$ cat src/rtl/lbist_pkg.sv
// Shared LBIST types: FSM states, datapath strobe bundle and counter-width helpers.
package lbist_pkg;

  typedef enum logic [2:0] {
    ST_IDLE,
    ST_INIT,
    ST_SHIFT,
    ST_CAPTURE,
    ST_UNLOAD,
    ST_COMPARE,
    ST_DONE
  } state_t;

  // Control strobes toward LFSR, scan chain and MISR; shared with multi-chain variants.
  typedef struct packed {
    logic lfsr_rst;
    logic lfsr_en;
    logic scan_en;
    logic capture;
    logic misr_rst;
    logic misr_en;
  } strobe_t;

  // Bits needed to hold n_vals distinct values, never less than one.
  function automatic int cnt_w(input int n_vals);
    return (n_vals > 2) ? $clog2(n_vals) : 1;
  endfunction

  localparam int CHAIN_LEN_DFLT  = 32;
  localparam int N_PATTERNS_DFLT = 1000;
  localparam int SIG_W_DFLT      = 17;
  localparam int SHIFT_W_DFLT    = cnt_w(CHAIN_LEN_DFLT);
  localparam int PAT_W_DFLT      = cnt_w(N_PATTERNS_DFLT + 1);

endpackage

$ cat src/rtl/lbist_tc_counter.sv
// Up-counter with clear/enable and a terminal-count flag at TC_VAL.
// At MAX it either wraps to zero (WRAP=1) or saturates (WRAP=0).
module lbist_tc_counter #(
  parameter int W      = 4,
  parameter int TC_VAL = 0,
  parameter int MAX    = 1,
  parameter bit WRAP   = 1'b1
) (
  input  logic         clk,
  input  logic         reset,
  input  logic         clear,
  input  logic         en,
  output logic [W-1:0] cnt,
  output logic         tc
);

  assign tc = (cnt == W'(TC_VAL));

  always_ff @(posedge clk) begin
    if (reset || clear) begin
      cnt <= '0;
    end else if (en) begin
      if (cnt == W'(MAX)) begin
        cnt <= WRAP ? '0 : cnt;
      end else begin
        cnt <= cnt + W'(1);
      end
    end
  end

endmodule

$ cat src/rtl/lbist_ctrl.sv
// LBIST run sequencer: INIT, N_PATTERNS x (shift + capture), unload, signature compare.
// Outputs are Moore-decoded from the state register and counters.
module lbist_ctrl
  import lbist_pkg::*;
#(
  parameter int               CHAIN_LEN  = CHAIN_LEN_DFLT,
  parameter int               N_PATTERNS = N_PATTERNS_DFLT,
  parameter int               SIG_W      = SIG_W_DFLT,
  parameter logic [SIG_W-1:0] GOLDEN_SIG = '0
) (
  input  logic                              clk,
  input  logic                              reset,
  input  logic                              start,
  input  logic                              abort,
  input  logic [SIG_W-1:0]                  misr_sig,
  output logic                              lfsr_rst,
  output logic                              lfsr_en,
  output logic                              scan_en,
  output logic                              capture,
  output logic                              misr_rst,
  output logic                              misr_en,
  output logic                              busy,
  output logic                              done,
  output logic                              pass,
  output logic [cnt_w(N_PATTERNS+1)-1:0]    pat_cnt
);

  localparam int SHIFT_W = cnt_w(CHAIN_LEN);
  localparam int PAT_W   = cnt_w(N_PATTERNS + 1);

  state_t              state, next_state;
  strobe_t             strb;
  logic [SHIFT_W-1:0]  shift_cnt;
  logic                shift_last;
  logic                pat_last;
  logic                start_ok;
  logic                abort_run;

  assign start_ok  = (state == ST_IDLE) && start && !abort;
  assign abort_run = abort && (state != ST_IDLE) && (state != ST_DONE);

  lbist_tc_counter #(
    .W(SHIFT_W), .TC_VAL(CHAIN_LEN - 1), .MAX(CHAIN_LEN - 1), .WRAP(1'b1)
  ) u_shift_cnt (
    .clk(clk), .reset(reset), .clear(state == ST_IDLE),
    .en((state == ST_SHIFT) || (state == ST_UNLOAD)),
    .cnt(shift_cnt), .tc(shift_last)
  );

  // pat_last flags the capture that will complete the final pattern.
  lbist_tc_counter #(
    .W(PAT_W), .TC_VAL(N_PATTERNS - 1), .MAX(N_PATTERNS), .WRAP(1'b0)
  ) u_pat_cnt (
    .clk(clk), .reset(reset), .clear(start_ok),
    .en((state == ST_CAPTURE) && !abort),
    .cnt(pat_cnt), .tc(pat_last)
  );

  always_ff @(posedge clk) begin
    if (reset) state <= ST_IDLE;
    else       state <= next_state;
  end

  always_comb begin
    next_state = state;
    unique case (state)
      ST_IDLE:    if (start_ok) next_state = ST_INIT;
      ST_INIT:    next_state = ST_SHIFT;
      ST_SHIFT:   if (shift_last) next_state = ST_CAPTURE;
      ST_CAPTURE: next_state = pat_last ? ST_UNLOAD : ST_SHIFT;
      ST_UNLOAD:  if (shift_last) next_state = ST_COMPARE;
      ST_COMPARE: next_state = ST_DONE;
      ST_DONE:    next_state = ST_IDLE;
      default:    next_state = ST_IDLE;
    endcase
    if (abort_run) next_state = ST_IDLE;
  end

  // The first pattern shifts out unknown chain contents, so it is kept out of the MISR.
  always_comb begin
    strb = '0;
    busy = 1'b0;
    done = 1'b0;
    unique case (state)
      ST_INIT:    begin strb.lfsr_rst = 1'b1; strb.misr_rst = 1'b1; busy = 1'b1; end
      ST_SHIFT:   begin
        strb.scan_en = 1'b1; strb.lfsr_en = 1'b1;
        strb.misr_en = (pat_cnt != '0); busy = 1'b1;
      end
      ST_CAPTURE: begin strb.capture = 1'b1; busy = 1'b1; end
      ST_UNLOAD:  begin
        strb.scan_en = 1'b1; strb.lfsr_en = 1'b1; strb.misr_en = 1'b1; busy = 1'b1;
      end
      ST_COMPARE: busy = 1'b1;
      ST_DONE:    done = 1'b1;
      default:    ;
    endcase
  end

  assign lfsr_rst = strb.lfsr_rst;
  assign lfsr_en  = strb.lfsr_en;
  assign scan_en  = strb.scan_en;
  assign capture  = strb.capture;
  assign misr_rst = strb.misr_rst;
  assign misr_en  = strb.misr_en;

  always_ff @(posedge clk) begin
    if (reset || start_ok || abort_run) begin
      pass <= 1'b0;
    end else if (state == ST_COMPARE) begin
      pass <= (misr_sig == GOLDEN_SIG);
    end
  end

  // Every run must begin shifting from bit 0 of the chain.
  always_ff @(posedge clk) begin
    if (!reset && state == ST_INIT) assert (shift_cnt == '0);
  end

endmodule
$ cat config.mk
export PLATFORM = sky130hd
export DESIGN_NAME = lbist_ctrl
export DESIGN_NICKNAME = d
export VERILOG_FILES = /design/src/rtl/lbist_pkg.sv /design/src/rtl/lbist_tc_counter.sv /design/src/rtl/lbist_ctrl.sv
export SDC_FILE = /design/constraint.sdc
export NUM_CORES = 1
export LEC_CHECK = 0
export CORE_AREA = 2 2 58 60
export CTS_CLUSTER_DIAMETER = 100
export DETAILED_ROUTE_END_ITERATION = 10
export DIE_AREA = 0 0 60 62
export DONT_BUFFER_PORTS = 1
export GPL_TIMING_DRIVEN = 0
export HOLD_SLACK_MARGIN = 0.08
export PLACE_DENSITY = 0.57
export SLEW_MARGIN = 10
export SYNTH_ARGS = -nofsm -noshare
export SYNTH_HDL_FRONTEND = slang
export SYNTH_SLANG_ARGS = --single-unit
export TNS_END_PERCENT = 30
$ cat constraint.sdc
create_clock -name clk -period 3.8 [get_ports clk]
set_input_delay 0.95 -clock clk [delete_from_list [all_inputs] [get_ports clk]]
set_output_delay 0.95 -clock clk [all_outputs]
set_load 0.02 [all_outputs]
==> impl_metrics.env <==
export IMPL_cts_buffers=3
export IMPL_final_nets=182
export IMPL_slew_violations=0
export IMPL_cts_clk_slew_worst_paths_ps=110
export IMPL_p_int_w=0.000248
export IMPL_ctsHtreeMaxLevel=1
export IMPL_tightestPinTransition_ps=746
export IMPL_drc=0
export IMPL_max_freq_mhz=334
export IMPL_crit_path_top_delay_cell="nor3b_1"
export IMPL_firstDrtPassIters=4
export IMPL_min_path_type="reg -> reg"
export IMPL_slew_headroom_pct=50.2
export IMPL_r2r_setup_slack_ps=2030
export IMPL_critPathMaxStageDelay_ps=670
export IMPL_yosysMostFrequentCell="dfxtp_1"
export IMPL_synth_cell_types=39
export IMPL_drive_gt1_share_pct=10.3
export IMPL_syn_nets=177
export IMPL_ios=40
export IMPL_power_net_switching_w=0.0000799
export IMPL_path_common_cell="buf_4"
export IMPL_cts_root_buffer_cell="clkbuf_4"
export IMPL_end_kind="primary output"
export IMPL_setup_viol_count_final=0
export IMPL_hold_viol_final=0
export IMPL_seqPwrFrac_pct=61.0
export IMPL_place_area_um2=1240
export IMPL_synthFlopType="dfxtp_1"
export IMPL_portBuffers=0
export IMPL_detail_route_vias_per_cell=5.64
export IMPL_crit_chain="buf_4 > clkbuf_1 > nor3b_1 > buf_4"
export IMPL_wire_per_inst_um=13.8
export IMPL_drt_wl_total_um=2790
export IMPL_ir_worst_vdd_mv=0.118
export IMPL_place_hpwl_um=2150
export IMPL_synthToLayoutAreaGrowth_pct=7.17
export IMPL_worstPathArrival_ps=2050
export IMPL_cts_resized=0
export IMPL_vias=1140
export IMPL_final_area_um2=1270
export IMPL_ys_ff_latch=19
export IMPL_drv_cap=0
export IMPL_status="completed"
export IMPL_comb_power_share_pct=7.9
export IMPL_drtIter0Drc=31
export IMPL_clk_path_buf_depth=2
export IMPL_period_minus_slack_ps=3000
export IMPL_gp_congestion=0.743
export IMPL_netlist_area_leader_share_pct=32.1
export IMPL_synthTopCellsByArea="dfxtp_1 (32%), a21oi_1 (5.5%), nand2_1 (5.4%)"
export IMPL_syn_area_per_cell_um2=7.80
export IMPL_swShare_pct=24.3
export IMPL_antenna_found_initial=0
export IMPL_hold_ws_ps=471
export IMPL_cts_setup_buffers=0
export IMPL_ys_seq_area_share_pct=32.1
export IMPL_yosys_top_cells_count="dfxtp_1 (19), nand2_1 (17), nor2_1 (14), a21oi_1 (13), o21ai_0 (9)"
export IMPL_start_kind="flop"
export IMPL_clock_latency_ps=300
export IMPL_grt_overflow_total=0
export IMPL_ant_nets=0
export IMPL_synth_async_reset_ratio_pct=0
export IMPL_place_inst=198
export IMPL_required_ps=2850
export IMPL_path_max_fanout=10
export IMPL_finalCritPeriodShare_pct=78.8
export IMPL_leakage_nw=0.445
export IMPL_row_count=21
export IMPL_initial_core_util_pct=37.3
export IMPL_die_y_um=62
export IMPL_antennaDiodeCount=0
export IMPL_yosys_area_top_type="dfxtp_1"
export IMPL_synth_enable_flop_cells=0
export IMPL_layoutNonFillerInstCount=202
export IMPL_netlist_instances=152
export IMPL_tritoncts="built"
export IMPL_finalSetupTns_ps=0
export IMPL_clockPowerShare_pct=31.1
export IMPL_clock_skew_ps=4.29
export IMPL_synth_area_um2=1190
export IMPL_core_area_um2=3180
export IMPL_grt_max_degree=12
export IMPL_grt_pass1_vias=1004
export IMPL_postCtsHoldBufs=0
export IMPL_fp_dieArea_um2=3720
export IMPL_yosys_warnings=0
export IMPL_dieWidth_um=60
export IMPL_power_density_nw_per_um2=258
export IMPL_grt_usage_pct=16.2
export IMPL_rsz0062_at_grt="no"
export IMPL_cts_sinks=19
export IMPL_grt_first_pass_wirelength_um=4560
export IMPL_crit_type="reg -> out"
sequential cells by signal, indices dropped and copies added, names as in the netlist:
register and count:
pass 1, state 3, u_pat_cnt.cnt 10, u_shift_cnt.cnt 5
layout make-up:
cell class / instances / area, um2
fillers: 348 / 1910
multi-input cells: 117 / 721
flip-flops and latches: 19 / 380
plain buffers: 9 / 58.8
well taps: 46 / 57.6
inverters: 7 / 26.3
clock buffers: 3 / 22.5
clock inverters: 1 / 5.00
logic make-up after synthesis:
| kind of cell | after synthesis | share of synthesized area (%) |
|---|---|---|
| fa+ha+maj | 4 | 4.22 |
| compound gates | 34 | 17.4 |
| mux | 1 | 0.844 |
| xor+xnor | 6 | 4.43 |
| flops | 19 | 32.1 |
| simple gates | 72 | 33.9 |
| buf+inv | 16 | 7.17 |
path summary, 6_finish.rpt:
kind | from | end | cells past startpoint
min | u_shift_cnt.cnt[4]$_SDFFE_PP0P_ | u_shift_cnt.cnt[4]$_SDFFE_PP0P_ | 2
max | state[0]$_SDFFE_PP0P_ | misr_rst | 4
max reg2reg | u_pat_cnt.cnt[1]$_SDFFE_PP0P_ | u_pat_cnt.cnt[8]$_SDFFE_PP0P_ | 5
min reg2reg | u_shift_cnt.cnt[4]$_SDFFE_PP0P_ | u_shift_cnt.cnt[4]$_SDFFE_PP0P_ | 2
worst max-delay path: cells and delay by family, from the launching register on:
| kind | cells | cell delay [ps] |
|---|---|---|
| and+or+nand+nor | 1 | 670 |
| buffers and inverters | 3 | 750 |
| DFF | 1 | 320 |
stage by stage:
step           total power [W]  setup WS, ps  util [%]
2_1_floorplan         0.000226          1290         -
3_3_place_gp          0.000230          1130      39.1
3_5_place_dp          0.000231          1140      39.1
4_1_cts               0.000338           784      40.0
5_1_grt               0.000347           727      40.0
6_report              0.000328           804      40.0
power groups by stage:
stage	clock [W]	combinational, W	sequential, W
floorplan	0	0.0000213	0.000205
global placement	0	0.0000255	0.000205
detailed placement	0	0.0000259	0.000205
CTS	0.000111	0.0000260	0.000200
global route	0.000118	0.0000287	0.000201
finish	0.000102	0.0000260	0.000200
cell usage in the layout (no fill, tap or decap), types with 2 or more instances in the layout:
cell and instances:
dfxtp_1 19, nand2_1 17, nor2_1 14, a21oi_1 13, o21ai_0 9, inv_1 7, nor4_1 5, nor3_1 5
nand3_1 5, buf_4 4, nand2b_1 4, o211ai_1 4, ha_1 4, xor2_1 3, and3_1 3, nand3b_1 3
xnor2_1 3, or4_1 3, nand4_1 3, clkbuf_4 3, clkbuf_1 2, buf_2 2, a31oi_1 2, or3_1 2
metal layers:
metal | routed length (um) | track usage, %
met1 | 1250 | 20.5
met2 | 1360 | 26.4
met5 | 0 | 0
met3 | 124 | 3.93
met4 | 45 | 6.67
No activity file was read; power rests on OpenSTA's default activity.
